==> src/rtl/seq_pkg.sv <==
// seq_pkg: word width, slot count and FSM encoding shared by the sequencer output path.
package seq_pkg;
    localparam int WORD_W    = 16;
    localparam int MAX_SLOTS = 16;
    localparam int ADDR_W    = $clog2(MAX_SLOTS);
    localparam int BIT_W     = $clog2(WORD_W);

    localparam logic [0:0] ST_IDLE  = 1'b0;
    localparam logic [0:0] ST_SHIFT = 1'b1;

    typedef logic [WORD_W-1:0] word_t;
endpackage

==> src/rtl/seq_out_bank.sv <==
// seq_out_bank: two-bank 16x16 register file, one write port and one combinational read port.
// Build option SEQ_OUT_CLEAR_EN: zero one bank on i_clr and both banks on reset.
module seq_out_bank
    import seq_pkg::*;
(
    input  logic              i_ck,
    input  logic              i_rst,
    input  logic              i_we,
    input  logic              i_wbank,
    input  logic [ADDR_W-1:0] i_waddr,
    input  word_t             i_wdata,
    input  logic              i_clr,
    input  logic              i_clr_bank,
    input  logic              i_rbank,
    input  logic [ADDR_W-1:0] i_raddr,
    output word_t             o_rdata
);
    word_t r_mem [2][MAX_SLOTS];

`ifdef SEQ_OUT_CLEAR_EN
    // The cleared bank is never the write bank of the same cycle, so clear and write cannot collide.
    always_ff @(negedge i_ck) begin
        if (!i_rst) begin
            for (int b = 0; b < 2; b++) begin
                for (int w = 0; w < MAX_SLOTS; w++) begin
                    r_mem[b][w] <= '0;
                end
            end
        end else begin
            if (i_clr) begin
                for (int w = 0; w < MAX_SLOTS; w++) begin
                    r_mem[i_clr_bank][w] <= '0;
                end
            end
            if (i_we) begin
                r_mem[i_wbank][i_waddr] <= i_wdata;
            end
        end
    end
`else
    logic w_unused_clr;
    assign w_unused_clr = i_clr ^ i_clr_bank;

    always_ff @(negedge i_ck) begin
        if (i_rst && i_we) begin
            r_mem[i_wbank][i_waddr] <= i_wdata;
        end
    end
`endif

    assign o_rdata = r_mem[i_rbank][i_raddr];
endmodule

==> src/rtl/seq_out_buffer.sv <==
// seq_out_buffer: double-buffered TDM serialiser between the sequencer and the serial link.
// Build option SEQ_OUT_CLEAR_EN (see seq_out_bank) zeroes stale channels on swap and reset.
//
// state    | meaning
// ST_IDLE  | no frame in flight, sdo/fs held low, waiting for tx_start
// ST_SHIFT | shifting CHANNELS*16 bits MSB first, one per bit_en
module seq_out_buffer
    import seq_pkg::*;
#(
    parameter int CHANNELS = 16
) (
    input  logic              ck,
    input  logic              rst,
    input  logic [ADDR_W-1:0] wr_addr,
    input  logic [WORD_W-1:0] wr_data,
    input  logic              wr_we,
    input  logic              done,
    input  logic              tx_start,
    input  logic              bit_en,
    output logic              sdo,
    output logic              fs,
    output logic              busy,
    output logic              overrun,
    output logic              sync_err
);
    localparam logic [ADDR_W-1:0] LAST_SLOT = ADDR_W'(CHANNELS - 1);
    localparam logic [BIT_W-1:0]  LAST_BIT  = BIT_W'(WORD_W - 1);

    logic [0:0]        r_state;
    logic              r_wsel;
    logic              r_pending;
    logic              r_done_q;
    logic              r_overrun;
    logic              r_sync_err;
    logic [WORD_W-1:0] r_shift;
    logic [BIT_W-1:0]  r_bit;
    logic [ADDR_W-1:0] r_slot;

    logic              w_idle;
    logic              w_done_rise;
    logic              w_swap;
    logic              w_rbank;
    logic [ADDR_W-1:0] w_raddr;
    logic [WORD_W-1:0] w_rdata;
    logic              w_last_bit;
    logic              w_last_slot;

    assign w_idle      = (r_state == ST_IDLE);
    assign w_done_rise = done & ~r_done_q;
    assign w_swap      = tx_start & w_idle & r_pending;
    // In IDLE the read port already points at the post-swap read bank so slot 0 loads in the swap cycle.
    assign w_rbank     = ~(r_wsel ^ (w_idle & r_pending));
    assign w_raddr     = w_idle ? '0 : r_slot + ADDR_W'(1);
    assign w_last_bit  = (r_bit == LAST_BIT);
    assign w_last_slot = (r_slot == LAST_SLOT);

    seq_out_bank u_bank (
        .i_ck       (ck),
        .i_rst      (rst),
        .i_we       (wr_we),
        .i_wbank    (r_wsel),
        .i_waddr    (wr_addr),
        .i_wdata    (wr_data),
        .i_clr      (w_swap),
        .i_clr_bank (~r_wsel),
        .i_rbank    (w_rbank),
        .i_raddr    (w_raddr),
        .o_rdata    (w_rdata)
    );

    always_ff @(negedge ck) begin
        if (!rst) begin
            r_state    <= ST_IDLE;
            r_wsel     <= 1'b0;
            r_pending  <= 1'b0;
            r_done_q   <= 1'b0;
            r_overrun  <= 1'b0;
            r_sync_err <= 1'b0;
            r_shift    <= '0;
            r_bit      <= '0;
            r_slot     <= '0;
        end else begin
            r_done_q <= done;
            if (w_swap) begin
                r_wsel    <= ~r_wsel;
                r_pending <= 1'b0;
            end else if (w_done_rise) begin
                r_pending <= 1'b1;
            end
            if (w_done_rise && r_pending && !w_swap) begin
                r_overrun <= 1'b1;
            end
            if (tx_start && !w_idle) begin
                r_sync_err <= 1'b1;
            end

            case (r_state)
                ST_IDLE: begin
                    if (tx_start) begin
                        r_state <= ST_SHIFT;
                        r_shift <= w_rdata;
                        r_bit   <= '0;
                        r_slot  <= '0;
                    end
                end
                ST_SHIFT: begin
                    if (bit_en) begin
                        if (!w_last_bit) begin
                            r_shift <= {r_shift[WORD_W-2:0], 1'b0};
                            r_bit   <= r_bit + BIT_W'(1);
                        end else if (w_last_slot) begin
                            r_state <= ST_IDLE;
                            r_shift <= '0;
                            r_bit   <= '0;
                            r_slot  <= '0;
                        end else begin
                            r_shift <= w_rdata;
                            r_bit   <= '0;
                            r_slot  <= r_slot + ADDR_W'(1);
                        end
                    end
                end
                default: r_state <= ST_IDLE;
            endcase
        end
    end

    assign busy     = (r_state == ST_SHIFT);
    assign sdo      = busy & r_shift[WORD_W-1];
    assign fs       = busy & (r_slot == '0) & (r_bit == '0);
    assign overrun  = r_overrun;
    assign sync_err = r_sync_err;
endmodule

==> config.mk <==
export PLATFORM = sky130hd
export DESIGN_NAME = seq_out_buffer
export DESIGN_NICKNAME = d
export VERILOG_FILES = /design/src/rtl/seq_pkg.sv /design/src/rtl/seq_out_bank.sv /design/src/rtl/seq_out_buffer.sv
export SDC_FILE = /design/constraint.sdc
export NUM_CORES = 1
export LEC_CHECK = 0
export ABC_CLOCK_PERIOD_IN_PS = 5500
export CORE_ASPECT_RATIO = 1.4
export CORE_MARGIN = 3
export CORE_UTILIZATION = 55
export DETAILED_ROUTE_END_ITERATION = 12
export PLACE_DENSITY = 0.71
export SLEW_MARGIN = 0
export SYNTH_ARGS = -nofsm -noshare
export SYNTH_HDL_FRONTEND = slang
export SYNTH_SLANG_ARGS = --single-unit
export TNS_END_PERCENT = 20
==> constraint.sdc <==
create_clock -name ck -period 5.5 [get_ports ck]
set_input_delay 1.1 -clock ck [delete_from_list [all_inputs] [get_ports ck]]
set_output_delay 1.1 -clock ck [all_outputs]
set_load 0.02 [all_outputs]
# --- Yosys cells after proc, flatten, opt, wreduce, memory -nomap -nowiden ---
# Memory sizes are Yosys's and may differ from the RTL's.
# Cells that the tools add are included.
word_totals:
  register_bits: 30
  ram_bits: 512
  in_bits: 26
  output_inout_bits: 5
  word_cells: 72
  n_memories: 1
op_classes:
  n_addsub: 2
  order_cmp: 3
  n_eq_ne: 5
  muxes: 26
  n_bitwise: 15
  reduce_logical: 11
mem_list:
  columns: ["memory", "words", "width", "rd", "rd_ports_with_merged_regs", "wr", "line", "rtl"]
  rows:
  - ["u_bank.r_mem", 2, 256, 1, 0, 1, "seq_out_bank.sv:18", "word_t r_mem [2][MAX_SLOTS];"]
op_table:
  columns: ["operator", "count"]
  rows:
  - ["$mux 256", 1]
  - ["$mux 16", 7]
  - ["$bmux 16 s4", 1]
  - ["$demux 16 s4", 1]
  - ["$pmux 16 s2", 1]
  - ["$mux 4", 7]
  - ["$pmux 4 s2", 2]
  - ["$ge 5x5->1 const B", 2]
  - ["$not 4->5", 2]
  - ["$add 4x1->4 const B", 2]
  - ["$eq 4x4->1 const B", 2]
  - ["$logic_not 4->1", 2]
  - ["$and 1x1->1", 7]
  - ["$logic_and 1x1->1", 5]
  - ["$lt 5x1->1 const B", 1]
  - ["$mux 1", 5]
  - ["$not 1->1", 5]
  - ["$ne 2x2->1 const B", 2]
  - ["$reduce_and 3->1", 1]
  - ["$ne 2x1->1 const B", 1]
  - ["$pmux 1 s2", 1]
  - ["$reduce_and 2->1", 1]
  - ["$reduce_or 2->1", 1]
  - ["$logic_not 1->1", 1]
  - ["$xor 1x1->1", 1]

# --- Logic depth before layout (Yosys ltp) ---
# An unclocked memory read counts as a cell.
depth:
  ltp_word: 12
  depth_mapped: 13
  depth_no_buf: 8

# --- Modules after synthesis ---
# From an unflattened synthesis, not the netlist that was laid out.
unflattened:
  cells_unflattened: 1325
  hier_area_um2: 21833.4
by_module_without_submodules:
  columns: ["mod", "instances", "cells_per_inst", "area_each_um2", "seq_area_each_um2"]
  rows:
  - ["seq_out_bank", 1, 1130, 20223.1, 15374.7]
  - ["seq_out_buffer", 1, 195, 1610.3, 600.6]

==> reports/summary.txt <==
final wirelength - 62600 µm
Post-Syn Area per Cell - 15.3 µm²
via count - 15800
worst path required time - 4.40 ns
initial antenna violation count - 0
grt ovf - 0
Clock Skews - 0.0279 ns
top_reg_cell synth - edfxtp_1
number of cell rows - 86
mapped cell area - 0.0222 mm²
largest net degree at the start of global routing - 97
Antenna diodes - 0
die width - 176 µm
CTS tree - done
register area - 0.0160 mm²
Yosys cell types - 62
status - finished with violations
die span in y - 244 µm
drt first pass iters - 5
Initial Util - 0.561
top-level I/O count - 31
post-synthesis sequential area ratio - 0.719
Final Hold Viols - 0
WL/cell - 23.7 µm
Clock transition at path regs - 0.04 ns
CP Max Fanout - 2
Setup crit end kind - output port
Multi-input gate area - 0.00569 mm²
violated checks - negative setup slack
Layout Area Growth over Synthesis - 23.5%
Total Neg Setup Slack - -0.0355 ns
Min-Delay Path Class - register to register
number of enable flip-flop cells after synthesis - 512
Slew headroom - 0.118
critical path class - register to output port
clock sink count - 542
clk buf depth - 3
layout cells sized above 1 - 0.120
Setup WS pre-CTS - -0.359 ns
Critical Path AT - 4.44 ns
Final Setup Violations - 1
Total Die Area - 0.0429 mm²
Worst Tran Pin Value - 1.31 ns
Fillers - 2694
remaining antenna violation count - 0
total track usage - 0.290
vias in the first global route - 16900
Root Driver - clkbuf_16
Post-Syn Nets - 1480
vias per inst - 5.98
worst vdd ir - 0.000226 V
worst-skew pair later-pin latency - 0.65 ns
total CTS buffers - 52
Final Core Density - 0.693
post-CTS setup buffers - 0
RSZ-0062 raised after global routing - true
PD cells - 384 mW/mm²
Synth Instances - 1450
Residual DRC - 0
CTS H-tree depth - 2
drt initial violations - 2002
IO buf count - 30
GPL Wtd Cong - 0.914
setup ws final - -0.0355 ns
Warnings, synthesis - 0
Leak - 10.7 nW
Pins Over Slew Limit - 0
Yosys reg bits - 542
core area - 0.0396 mm²
Detail Placement HPWL - 36300 µm
global-route wire length before repair - 93000 µm
Nets - 2104
Total Power - 10.5 mW
# Max-Cap Violations - 0
Synth async-reset ratio - 0
CP Launch Type - register
## report_power, final
group	internal (mW)	switching, mW
clock network	2.70	2.65
registers	4.57	0.0243
logic	0.181	0.394
## path summary, 6_finish.rpt
kind                                        startpoint                 endpoint  slack (ns)  depth (start not counted)
worst min-delay path              overrun$_SDFFE_NN0P_     overrun$_SDFFE_NN0P_        0.46                          1
worst min register to register    overrun$_SDFFE_NN0P_     overrun$_SDFFE_NN0P_        0.46                          1
worst max register to register  r_slot[1]$_SDFFE_NN0P_  r_shift[5]$_SDFFE_NN0P_        1.75                          9
worst max-delay path             r_bit[1]$_SDFFE_NN0P_                       fs       -0.04                          5
## placed cells by master (no fill, tap or decap), types with 3 or more instances in the layout
cell type,n
a221o_1,3
a22oi_1,26
buf_12,17
a311o_1,13
a211oi_1,108
inv_2,3
mux2_2,34
clkbuf_16,53
and2_1,4
a21oi_1,56
nand2_1,18
nor3_1,84
inv_1,555
bufinv_16,9
clkdlybuf4s50_1,28
clkinvlp_2,14
o21ai_1,17
buf_4,86
inv_4,7
dfxtp_1,25
a221oi_1,3
o221ai_1,27
ha_1,3
nor2_1,54
a21boi_2,3
mux2i_1,101
mux4_2,6
nor2b_1,65
dfxtp_2,3
edfxtp_1,512
o21ai_0,66
nand3_1,6
o31ai_1,10
nand3b_1,4
o22ai_1,44
## Yosys cell counts, types with 27 or more instances
cell | number | share of area
o21ai_0 | 66 | 0.015
a211oi_1 | 108 | 0.036
a21oi_1 | 56 | 0.013
edfxtp_1 | 512 | 0.69
nor3_1 | 84 | 0.019
dfxtp_1 | 30 | 0.027
clkbuf_1 | 46 | 0.0078
o221ai_1 | 27 | 0.011
nor2b_1 | 66 | 0.019
mux2_2 | 34 | 0.017
o22ai_1 | 44 | 0.012
mux2i_1 | 101 | 0.046
buf_2 | 28 | 0.0063
nor2_1 | 55 | 0.0093
## kinds of logic after synthesis
family / synth area share
compound gates: 0.120
xor+xnor: 0.00327
fa+ha+maj: 0.00225
buf+inv: 0.0268
flops: 0.719
mux: 0.0693
simple gates: 0.0594
## area by class of cell
class,instances,area share
clock buffer,53,0.0483
sequential,542,0.583
tap,528,0.0241
clock inverter,583,0.0900
inverter,7,0.000957
timing repair buffer,133,0.0469
multi-input combinational,796,0.207
## flip-flops by register name, indices dropped and copies added (netlist names)
name / cells
u_bank.r_mem: 512
r_shift: 16
r_bit: 4
r_slot: 4
busy: 1
overrun: 1
r_done_q: 1
r_pending: 1
r_wsel: 1
sync_err: 1
## critical path, stage by stage, from the launching register on
cell and delay (ns):
dfxtp_1 0.31, inv_2 0.07, ha_4 0.12, nor4b_4 0.18
and4_4 0.27, buf_6 0.12
## metal layers
layer	track usage	wire length (µm)
met2	0.454	30700
met3	0.0815	5500
met5	0	0
met1	0.351	23100
met4	0.193	3230
## through the flow
step	area, µm²	cells	hold slack, ns
2_1_floorplan	22200	1450	0.443
3_3_place_gp	23600	2007	0.458
3_5_place_dp	23600	2007	0.458
4_1_cts	27400	2642	0.466
5_1_grt	27400	2642	0.498
6_report	27400	2642	0.463
## repair_timing
| action | CTS | global route |
|---|---|---|
| pin swaps | 1 | 2 |
| endpoints found under the setup margin | 2 | 1 |
| hold buffers | 0 | 0 |
| hold endpoints to repair | 0 | 0 |
| gates resized for setup | 9 | 7 |
| cloned | 0 | 0 |
Power figures use the tool's default switching activity.
